--- config.mk ---
export PLATFORM = sky130hd
export DESIGN_NAME = gpr_writeback_flat
export DESIGN_NICKNAME = d
export VERILOG_FILES = /design/src/rtl/gpr_writeback_if.sv /design/src/rtl/gpr_writeback.sv /design/src/flat_wrapper.sv
export SDC_FILE = /design/constraint.sdc
export NUM_CORES = 1
export LEC_CHECK = 0
export CORE_ASPECT_RATIO = 2
export CORE_UTILIZATION = 45
export CTS_CLUSTER_DIAMETER = 150
export DETAILED_ROUTE_END_ITERATION = 6
export GPL_TIMING_DRIVEN = 1
export PLACE_DENSITY_LB_ADDON = 0.2
export REMOVE_ABC_BUFFERS = 1
export SYNTH_ARGS = -nofsm -noshare
export SYNTH_HDL_FRONTEND = slang
export SYNTH_SLANG_ARGS = --single-unit
export TNS_END_PERCENT = 50
--- constraint.sdc ---
create_clock -name clk -period 4.7 [get_ports clk]
set_input_delay 0.94 -clock clk [delete_from_list [all_inputs] [get_ports clk]]
set_output_delay 0.94 -clock clk [all_outputs]
set_load 0.1 [all_outputs]
--- src/rtl/gpr_writeback_if.sv ---
`default_nettype none
// ----------------------------------------------------------------------------
// gpr_writeback_if
//   Result handshakes, hazard query and register-file write port of the
//   GPR writeback controller.
//   Revision: 1.0
// ----------------------------------------------------------------------------
interface gpr_writeback_if #(
  parameter int XLEN = 64
);
  logic            alu_valid;
  logic [4:0]      alu_rd;
  logic [XLEN-1:0] alu_data;
  logic            alu_ready;

  logic            lsu_valid;
  logic [4:0]      lsu_rd;
  logic [XLEN-1:0] lsu_data;
  logic            lsu_ready;

  logic            iss_valid;
  logic [4:0]      iss_rd;
  logic [4:0]      chk_rs1_addr;
  logic [4:0]      chk_rs2_addr;
  logic            rs1_busy;
  logic            rs2_busy;

  logic            write_en;
  logic [4:0]      write_rd_addr;
  logic [XLEN-1:0] rd_data;
  logic            wb_pending;

  // Producer / issue side
  modport master (
    output alu_valid, alu_rd, alu_data,
    output lsu_valid, lsu_rd, lsu_data,
    output iss_valid, iss_rd, chk_rs1_addr, chk_rs2_addr,
    input  alu_ready, lsu_ready, rs1_busy, rs2_busy,
    input  write_en, write_rd_addr, rd_data, wb_pending
  );

  // Writeback controller side
  modport slave (
    input  alu_valid, alu_rd, alu_data,
    input  lsu_valid, lsu_rd, lsu_data,
    input  iss_valid, iss_rd, chk_rs1_addr, chk_rs2_addr,
    output alu_ready, lsu_ready, rs1_busy, rs2_busy,
    output write_en, write_rd_addr, rd_data, wb_pending
  );
endinterface
`default_nettype wire

--- src/rtl/gpr_writeback.sv ---
`default_nettype none
// ----------------------------------------------------------------------------
// gpr_writeback
//   Arbitrates ALU results and buffered load returns onto a registered GPR
//   write port, and tracks per-register busy bits for RAW hazard stalls.
//   Revision: 1.0
// ----------------------------------------------------------------------------
module gpr_writeback #(
  parameter int XLEN      = 64,
  parameter int LSU_DEPTH = 2
) (
  input  logic           clk,
  input  logic           rst,
  gpr_writeback_if.slave bus
);

  localparam int               c_PTR_W    = (LSU_DEPTH > 1) ? $clog2(LSU_DEPTH) : 1;
  localparam logic [c_PTR_W:0] c_FULL_CNT = (c_PTR_W + 1)'(LSU_DEPTH);
  localparam logic [c_PTR_W:0] c_CNT_ONE  = (c_PTR_W + 1)'(1);
  localparam logic [c_PTR_W-1:0] c_PTR_ONE = c_PTR_W'(1);

  // Load-return FIFO
  logic [4:0]         r_fifo_rd   [LSU_DEPTH];
  logic [XLEN-1:0]    r_fifo_data [LSU_DEPTH];
  logic [c_PTR_W-1:0] r_wr_ptr;
  logic [c_PTR_W-1:0] r_rd_ptr;
  logic [c_PTR_W:0]   r_count;

  // Write port
  logic               r_write_en;
  logic [4:0]         r_write_rd;
  logic [XLEN-1:0]    r_write_data;

  // Scoreboard; x0 is never busy so it has no storage
  logic [31:1]        r_busy;
  logic [31:0]        w_busy_all;

  logic               w_full;
  logic               w_empty;
  logic               w_push;
  logic               w_pop;
  logic               w_sel_valid;
  logic [4:0]         w_sel_rd;
  logic [XLEN-1:0]    w_sel_data;

  assign w_full  = (r_count == c_FULL_CNT);
  assign w_empty = (r_count == '0);
  assign w_push  = bus.lsu_valid & ~w_full;

  // A full FIFO takes priority over the ALU so loads cannot starve forever.
  always_comb begin
    w_pop       = 1'b0;
    w_sel_valid = 1'b0;
    w_sel_rd    = 5'd0;
    w_sel_data  = '0;
    if (w_full || (!bus.alu_valid && !w_empty)) begin
      w_pop       = 1'b1;
      w_sel_valid = 1'b1;
      w_sel_rd    = r_fifo_rd[r_rd_ptr];
      w_sel_data  = r_fifo_data[r_rd_ptr];
    end else if (bus.alu_valid) begin
      w_sel_valid = 1'b1;
      w_sel_rd    = bus.alu_rd;
      w_sel_data  = bus.alu_data;
    end
  end

  always_ff @(posedge clk) begin
    if (w_push) begin
      r_fifo_rd[r_wr_ptr]   <= bus.lsu_rd;
      r_fifo_data[r_wr_ptr] <= bus.lsu_data;
    end
  end

  always_ff @(posedge clk or posedge rst) begin
    if (rst) begin
      r_wr_ptr <= '0;
      r_rd_ptr <= '0;
      r_count  <= '0;
    end else begin
      if (w_push) begin
        r_wr_ptr <= r_wr_ptr + c_PTR_ONE;
      end
      if (w_pop) begin
        r_rd_ptr <= r_rd_ptr + c_PTR_ONE;
      end
      case ({w_push, w_pop})
        2'b10:   r_count <= r_count + c_CNT_ONE;
        2'b01:   r_count <= r_count - c_CNT_ONE;
        default: r_count <= r_count;
      endcase
    end
  end

  // Results to x0 still complete their handshake but never strobe the write.
  always_ff @(posedge clk or posedge rst) begin
    if (rst) begin
      r_write_en   <= 1'b0;
      r_write_rd   <= 5'd0;
      r_write_data <= '0;
    end else begin
      r_write_en <= w_sel_valid && (w_sel_rd != 5'd0);
      if (w_sel_valid) begin
        r_write_rd   <= w_sel_rd;
        r_write_data <= w_sel_data;
      end
    end
  end

  // Set has priority over clear: a newly issued producer owns the register.
  generate
    for (genvar i = 1; i < 32; i++) begin : g_busy
      logic w_set;
      logic w_clr;
      assign w_set = bus.iss_valid && (bus.iss_rd == 5'(i));
      assign w_clr = r_write_en && (r_write_rd == 5'(i));
      always_ff @(posedge clk or posedge rst) begin
        if (rst) begin
          r_busy[i] <= 1'b0;
        end else if (w_set) begin
          r_busy[i] <= 1'b1;
        end else if (w_clr) begin
          r_busy[i] <= 1'b0;
        end
      end
    end
  endgenerate

  assign w_busy_all = {r_busy, 1'b0};

  assign bus.alu_ready     = ~w_full;
  assign bus.lsu_ready     = ~w_full;
  assign bus.rs1_busy      = w_busy_all[bus.chk_rs1_addr];
  assign bus.rs2_busy      = w_busy_all[bus.chk_rs2_addr];
  assign bus.wb_pending    = |r_busy;
  assign bus.write_en      = r_write_en;
  assign bus.write_rd_addr = r_write_rd;
  assign bus.rd_data       = r_write_data;

endmodule
`default_nettype wire

--- src/flat_wrapper.sv ---
// flat-port wrapper written by rule: the top's interface ports become plain ports
module gpr_writeback_flat 
#(
  parameter int XLEN      = 64,
  parameter int LSU_DEPTH = 2
)
  (clk, rst, bus_alu_valid, bus_alu_rd, bus_alu_data, bus_lsu_valid, bus_lsu_rd, bus_lsu_data, bus_iss_valid, bus_iss_rd, bus_chk_rs1_addr, bus_chk_rs2_addr, bus_alu_ready, bus_lsu_ready, bus_rs1_busy, bus_rs2_busy, bus_write_en, bus_write_rd_addr, bus_rd_data, bus_wb_pending);
  gpr_writeback_if #(.XLEN(XLEN)) bus_i ();
  input  logic clk;
  input  logic rst;
  input wire logic [$bits(bus_i.alu_valid)-1:0] bus_alu_valid;
  input wire logic [$bits(bus_i.alu_rd)-1:0] bus_alu_rd;
  input wire logic [$bits(bus_i.alu_data)-1:0] bus_alu_data;
  input wire logic [$bits(bus_i.lsu_valid)-1:0] bus_lsu_valid;
  input wire logic [$bits(bus_i.lsu_rd)-1:0] bus_lsu_rd;
  input wire logic [$bits(bus_i.lsu_data)-1:0] bus_lsu_data;
  input wire logic [$bits(bus_i.iss_valid)-1:0] bus_iss_valid;
  input wire logic [$bits(bus_i.iss_rd)-1:0] bus_iss_rd;
  input wire logic [$bits(bus_i.chk_rs1_addr)-1:0] bus_chk_rs1_addr;
  input wire logic [$bits(bus_i.chk_rs2_addr)-1:0] bus_chk_rs2_addr;
  output wire logic [$bits(bus_i.alu_ready)-1:0] bus_alu_ready;
  output wire logic [$bits(bus_i.lsu_ready)-1:0] bus_lsu_ready;
  output wire logic [$bits(bus_i.rs1_busy)-1:0] bus_rs1_busy;
  output wire logic [$bits(bus_i.rs2_busy)-1:0] bus_rs2_busy;
  output wire logic [$bits(bus_i.write_en)-1:0] bus_write_en;
  output wire logic [$bits(bus_i.write_rd_addr)-1:0] bus_write_rd_addr;
  output wire logic [$bits(bus_i.rd_data)-1:0] bus_rd_data;
  output wire logic [$bits(bus_i.wb_pending)-1:0] bus_wb_pending;
  assign bus_i.alu_valid = bus_alu_valid;
  assign bus_i.alu_rd = bus_alu_rd;
  assign bus_i.alu_data = bus_alu_data;
  assign bus_i.lsu_valid = bus_lsu_valid;
  assign bus_i.lsu_rd = bus_lsu_rd;
  assign bus_i.lsu_data = bus_lsu_data;
  assign bus_i.iss_valid = bus_iss_valid;
  assign bus_i.iss_rd = bus_iss_rd;
  assign bus_i.chk_rs1_addr = bus_chk_rs1_addr;
  assign bus_i.chk_rs2_addr = bus_chk_rs2_addr;
  assign bus_alu_ready = bus_i.alu_ready;
  assign bus_lsu_ready = bus_i.lsu_ready;
  assign bus_rs1_busy = bus_i.rs1_busy;
  assign bus_rs2_busy = bus_i.rs2_busy;
  assign bus_write_en = bus_i.write_en;
  assign bus_write_rd_addr = bus_i.write_rd_addr;
  assign bus_rd_data = bus_i.rd_data;
  assign bus_wb_pending = bus_i.wb_pending;
  gpr_writeback #(.XLEN(XLEN), .LSU_DEPTH(LSU_DEPTH)) u_core (.clk(clk), .rst(rst), .bus(bus_i));
endmodule
## Word-level counts from Yosys, hierarchy flattened

Memory sizes are Yosys's and may differ from the RTL's.
Index checks and enable logic that the tools add are counted.

| word-level totals | value |
|---|---|
| logic and storage cells | 290 |
| RAM bits | 138 |
| memories kept | 2 |
| output and inout bits | 75 |
| register bits after elaboration | 105 |
| input bits | 158 |

Memories:

| memory | depth | bits a word | read ports | clocked after memory_dff | write ports | RTL line | source |
|---|---|---|---|---|---|---|---|
| u_core.r_fifo_data | 2 | 64 | 1 | 0 | 1 | gpr_writeback.sv:24 | `logic [XLEN-1:0] r_fifo_data [LSU_DEPTH];` |
| u_core.r_fifo_rd | 2 | 5 | 1 | 0 | 1 | gpr_writeback.sv:23 | `logic [4:0] r_fifo_rd [LSU_DEPTH];` |

| operators by class | value |
|---|---|
| equality and inequality tests | 65 |
| bitwise logic cells | 2 |
| muxes and demuxes | 76 |
| $add $sub $neg | 4 |
| $lt $le $gt $ge | 2 |
| reductions and logical operators | 102 |

Operators by type and width:

| cell | count |
|---|---|
| $eq 5x5->1 const B | 32 |
| $mux 64 | 2 |
| $eq 5x4->1 const B | 16 |
| $mux 1 | 69 |
| $logic_and 1x1->1 | 64 |
| $reduce_bool 2->1 | 32 |
| $eq 5x3->1 const B | 8 |
| $reduce_or 31->1 | 1 |
| $eq 5x2->1 const B | 4 |
| $lt 5x6->1 const B | 2 |
| $bmux 1 s5 | 2 |
| $eq 5x1->1 const B | 2 |
| $mux 5 | 2 |
| $reduce_bool 5->1 | 1 |
| $eq 2x2->1 const B | 2 |
| $pmux 2 s2 | 1 |
| $add 1x1->1 const B | 2 |
| $add 2x1->2 const B | 1 |
| $eq 2x1->1 const B | 1 |
| $logic_not 1->1 | 2 |
| $logic_not 2->1 | 1 |
| $sub 2x1->2 const B | 1 |
| $and 1x1->1 | 1 |
| $logic_or 1x1->1 | 1 |
| $not 1->1 | 1 |

## Longest topological paths before layout

| logic depth | value |
|---|---|
| depth after elaboration | 7 |
| gate-level depth with buffers | 8 |
| mapped depth without buffers | 7 |

## Worst setup path before layout

OpenSTA, ideal clock, no wires.

| path | value |
|---|---|
| kind | input to register |
| start | in bus_lsu_valid |
| end | mem u_core.r_fifo_data[0][0] (enable) |
| buffers on the path | 0 |
| arrival time | 3.928 ns |
| setup time | 0.497 ns |
| stages on the path | 2 |
| required time | 4.203 ns |
| setup slack | 0.275 ns |
| path through | nand2_1 nor2_1 |

| between the ends | value |
|---|---|
| word-level cells in the longest chain between the ends | 3 |

RTL lines:

| item | RTL line | source |
|---|---|---|
| from (decl) | flat_wrapper.sv:14 | `input wire logic [$bits(bus_i.lsu_valid)-1:0] bus_lsu_valid;` |
| $and 1x1->1 | gpr_writeback.sv:48 | `assign w_push = bus.lsu_valid & ~w_full;` |
| $mux 1 | gpr_writeback.sv:69 | `if (w_push) begin` |
| $mux 1 (implied by the code) | gpr_writeback.sv:71 | `r_fifo_data[r_wr_ptr] <= bus.lsu_data;` |
| to (decl) | gpr_writeback.sv:24 |  |

Every way passes these cells.

## Worst setup path after layout

| path | value |
|---|---|
| start | in bus_chk_rs1_addr[0] |
| end | out bus_rs1_busy |

| between the ends | value |
|---|---|
| word-level cells in the longest chain between the ends | 2 |

RTL lines:

| item | RTL line | source |
|---|---|---|
| from (decl) | flat_wrapper.sv:19 | `input wire logic [$bits(bus_i.chk_rs1_addr)-1:0] bus_chk_rs1_addr;` |
| $bmux 1 s5 | gpr_writeback.sv:133 | `assign bus.rs1_busy = w_busy_all[bus.chk_rs1_addr];` |
| $mux 1 (implied by the code) | gpr_writeback.sv:133 |  |
| to (decl) | flat_wrapper.sv:23 | `output wire logic [$bits(bus_i.rs1_busy)-1:0] bus_rs1_busy;` |

Every way passes these cells. The select of a mux whose other input is x is not followed.

==> flow_summary_export.csv <==
group,metric,value,unit
route,vias,8786,
critical_path,cpPeakStageDelay,0.65,ns
global_route,met2_usage,49.2,%
critical_path,reg2reg_setup_slack,1.92,ns
clocking,numClockSinks,243,
logic_synthesis,netlist_area,0.0115,mm^2
logic_synthesis,synth-seq-area-share,58.9,%
timing,setup_viol_count_final,0,
timing,min_period,3.79,ns
timing,slew_violations,0,
clocking,cts_tree,"done",
die,start_util,45.9,%
die,die_h,228,um
power_and_ir_drop,internal-power,0.00595,W
critical_path,worstPathRequired,3.76,ns
logic_synthesis,synthDistinctLibCells,43,
critical_path,cp.buffers_inverters,2,
timing,rsz0062_at_grt,"no",
route,routed_wl,34700,um
timing,skew,0.0145,ns
timing,max_slew_margin,28.5,%
critical_path,cp_slowest_cell,"clkdlybuf4s50_1",
global_route,grt_usage,26.8,%
global_route,grt.overflow.total,0,
logic_synthesis,synth_edf_count,138,
power_and_ir_drop,seq_power_share,33.7,%
critical_path,setup.worst_path.end,"bus_rs1_busy",
route,first_pass_iters,6,
clocking,ctsHtreeMaxLevel,1,
die,core_area,0.0250,mm^2
finish,mostFrequentLayoutCell,"clkdlybuf4s50_1",
timing,worst-slew-pin-transition,1.07,ns
logic_synthesis,ys.flop_type,"edfxtp_1",
power_and_ir_drop,p_clk_share,16.3,%
power_and_ir_drop,leakagePower,5.57,nW
finish,final_util,59.3,%
critical_path,startpoint,"bus_chk_rs1_addr[0]",
clocking,clk_pin_slew,0.07,ns
route,ant_nets,0,
timing,hold_viol,0,
logic_synthesis,syn_avg_cell_area,11.8,um^2
run_status,status,"finished clean",
critical_path,critical_path_class,"input pin to output port",
die,die_area,0.0262,mm^2
flow_run,cap_violations,0,
logic_synthesis,yosys_warnings,0,
route,first_iter_violations,460,
critical_path,startpoint_type,"input pin",
power_and_ir_drop,swShare,48.3,%
critical_path,rr_endpoint,"u_core.r_fifo_data[1][34]$_DFFE_PP_",
logic_synthesis,postSynthCellCount,977,
route,drc,0,
clocking,cts_hold_buf,0,
finish,nNetsFinal,1336,
finish,final_area,0.0148,mm^2
critical_path,path_depth,6,
global_route,grt_first_pass_wirelength,52100,um
placement,io_buffer_count,232,
finish,layout_common_cells,"clkdlybuf4s50_1, edfxtp_1, dfrtp_1, mux2i_1, nand2b_1",
global_route,grt_max_degree,76,
global_route,grt.busiest_layer,"met2",
critical_path,reg2reg_depth,2,
critical_path,path_cells,"clkdlybuf4s50_1, mux4_2, mux2_2, nand3b_1, nand4_1, buf_4",
power_and_ir_drop,powerDensity,776,mW/mm^2
placement,place_congestion,1.00,
clocking,clock_path_buffers,3,
timing,hold_ws,0.554,ns
clocking,cts_resized,0,
power_and_ir_drop,p_sw,0.00556,W
min_path,hold_class,"flip-flop to flip-flop",
power_and_ir_drop,vdd_ir_drop_max,0.485,mV
finish,drive_gt1_share,6.20,%
power_and_ir_drop,combPwrFrac,50.0,%
clocking,cts_buffers,22,
clocking,cts_setup_buffers,0,
critical_path,cp.arrival,2.85,ns
finish,area_delta_synth_final,29.1,%
clocking,cts_root_buffer,"clkbuf_16",
placement,place_hpwl,24000,um
critical_path,regToRegStartpoint,"u_core.r_count[0]$_DFFE_PP0P_",
global_route,antenna_found_initial,7,
critical_path,crit_family,"buffers and inverters",
critical_path,end_kind,"output port",
global_route,grt_use_met1,26.9,%
die,fp.dieW,115,um
die,ios,233,
critical_path,crit_fanout,7,
route,via_per_inst,5.72,
logic_synthesis,ys_seq_elements,243,
placement,placed_cell_area,0.0141,mm^2
timing,fin_crit_sh,80.7,%
timing,max_freq,264,MHz
clocking,worst_skew_pair.late_latency,0.51,ns
logic_synthesis,async_reset_ff_share,43.2,%
die,core.rowCount,82,
route,drt-wirelength-per-cell,22.6,um
global_route,grt_util_met3,4.62,%
global_route,grt_pass1_vias,9081,
Yosys cell counts (all sizes together), types with 5 or more instances:
library cell / number / share of area (%)
o21ai: 66 / 2.9
a21boi: 65 / 4.3
nand3: 17 / 0.74
nand2: 74 / 2.4
a2bb2oi: 64 / 4.9
nand4: 5 / 0.27
o22ai: 66 / 3.6
mux4: 6 / 1.2
a21oi: 7 / 0.30
inv: 6 / 0.20
edfxtp: 138 / 36
mux2i: 86 / 7.5
nor2: 74 / 2.4
dfrtp: 105 / 23
clkbuf: 38 / 1.2
nand2b: 77 / 4.2
xnor2: 5 / 0.38
nor2b: 9 / 0.49
nor4: 7 / 0.38
buf: 31 / 1.5
per-stage QoR:
stage / total power (W) / setup WS (ns) / TNS (ns) / cells
3_3_place_gp: 0.00959 / 0.898 / 0 / 1489
4_1_cts: 0.0116 / 0.888 / 0 / 1529
6_report: 0.0115 / 0.909 / 0 / 1535
3_5_place_dp: 0.00967 / 0.890 / 0 / 1489
2_1_floorplan: 0.00799 / -2.92 / -298.56 / 908
5_1_grt: 0.0120 / 0.776 / 0 / 1535
area by class of cell:
| class | count | area [um^2] |
|---|---|---|
| tap | 336 | 420 |
| fill | 2156 | 10200 |
| inverter | 6 | 25.0 |
| antenna | 6 | 15.0 |
| sequential | 243 | 6780 |
| clock inverter | 10 | 96.3 |
| multi-input combinational | 659 | 4400 |
| clock buffer | 30 | 657 |
| timing repair buffer | 245 | 2440 |
kinds of logic after synthesis:
family                     Yosys count  share of synthesized area, %
DFF                                243                          58.9
xor gates and xnor gates             5                         0.381
buffers and inverters               75                          2.92
muxes                               96                          9.06
AOI/OAI and AO/OA                  282                          16.9
and+or+nand+nor                    275                          11.7
adders and majority gates            1                         0.109
how the worst min path moves through the flow:
stage,to,from,slack (ns),depth (start not counted)
after global routing,u_core.r_wr_ptr$_DFFE_PP0P_,u_core.r_wr_ptr$_DFFE_PP0P_,0.58,1
after floorplan,u_core.r_wr_ptr$_DFFE_PP0P_,u_core.r_wr_ptr$_DFFE_PP0P_,0.46,1
after detailed placement,u_core.r_wr_ptr$_DFFE_PP0P_,u_core.r_wr_ptr$_DFFE_PP0P_,0.54,1
final,u_core.r_wr_ptr$_DFFE_PP0P_,u_core.r_wr_ptr$_DFFE_PP0P_,0.55,1
after CTS,u_core.r_wr_ptr$_DFFE_PP0P_,u_core.r_wr_ptr$_DFFE_PP0P_,0.55,1
after global placement,u_core.r_wr_ptr$_DFFE_PP0P_,u_core.r_wr_ptr$_DFFE_PP0P_,0.54,1
power by group through the flow:
stage / clock network [W] / logic, W / registers, W
floorplan: 0 / 0.00207 / 0.00592
global placement: 0 / 0.00570 / 0.00389
detailed placement: 0 / 0.00577 / 0.00390
CTS: 0.00193 / 0.00579 / 0.00386
global route: 0.00199 / 0.00607 / 0.00393
finish: 0.00188 / 0.00575 / 0.00387
flip-flops by register name (all words and copies together) (netlist names):
signal and flops:
u_core.r_fifo_data 128, u_core.bus.rd_data 64, u_core.r_busy 31, u_core.r_fifo_rd 10
u_core.bus.write_rd_addr 5, u_core.r_count 2, u_core.bus.write_en 1, u_core.r_rd_ptr 1
u_core.r_wr_ptr 1
per-layer routing:
layer  share of wire, %  wire length [um]  vias up
met5              0.037                13        -
met4                7.0              2410        2
met3                5.1              1790      101
met2                 54             18900      322
met1                 33             11600     4321
li1                   -                 -     4040
worst reg2reg max path: stages, from the launching register on:
cell and delay (ns):
dfrtp_4 0.91, nand2b_1 0.44, and3_4 0.92
No activity file was read; power rests on OpenSTA's default activity.
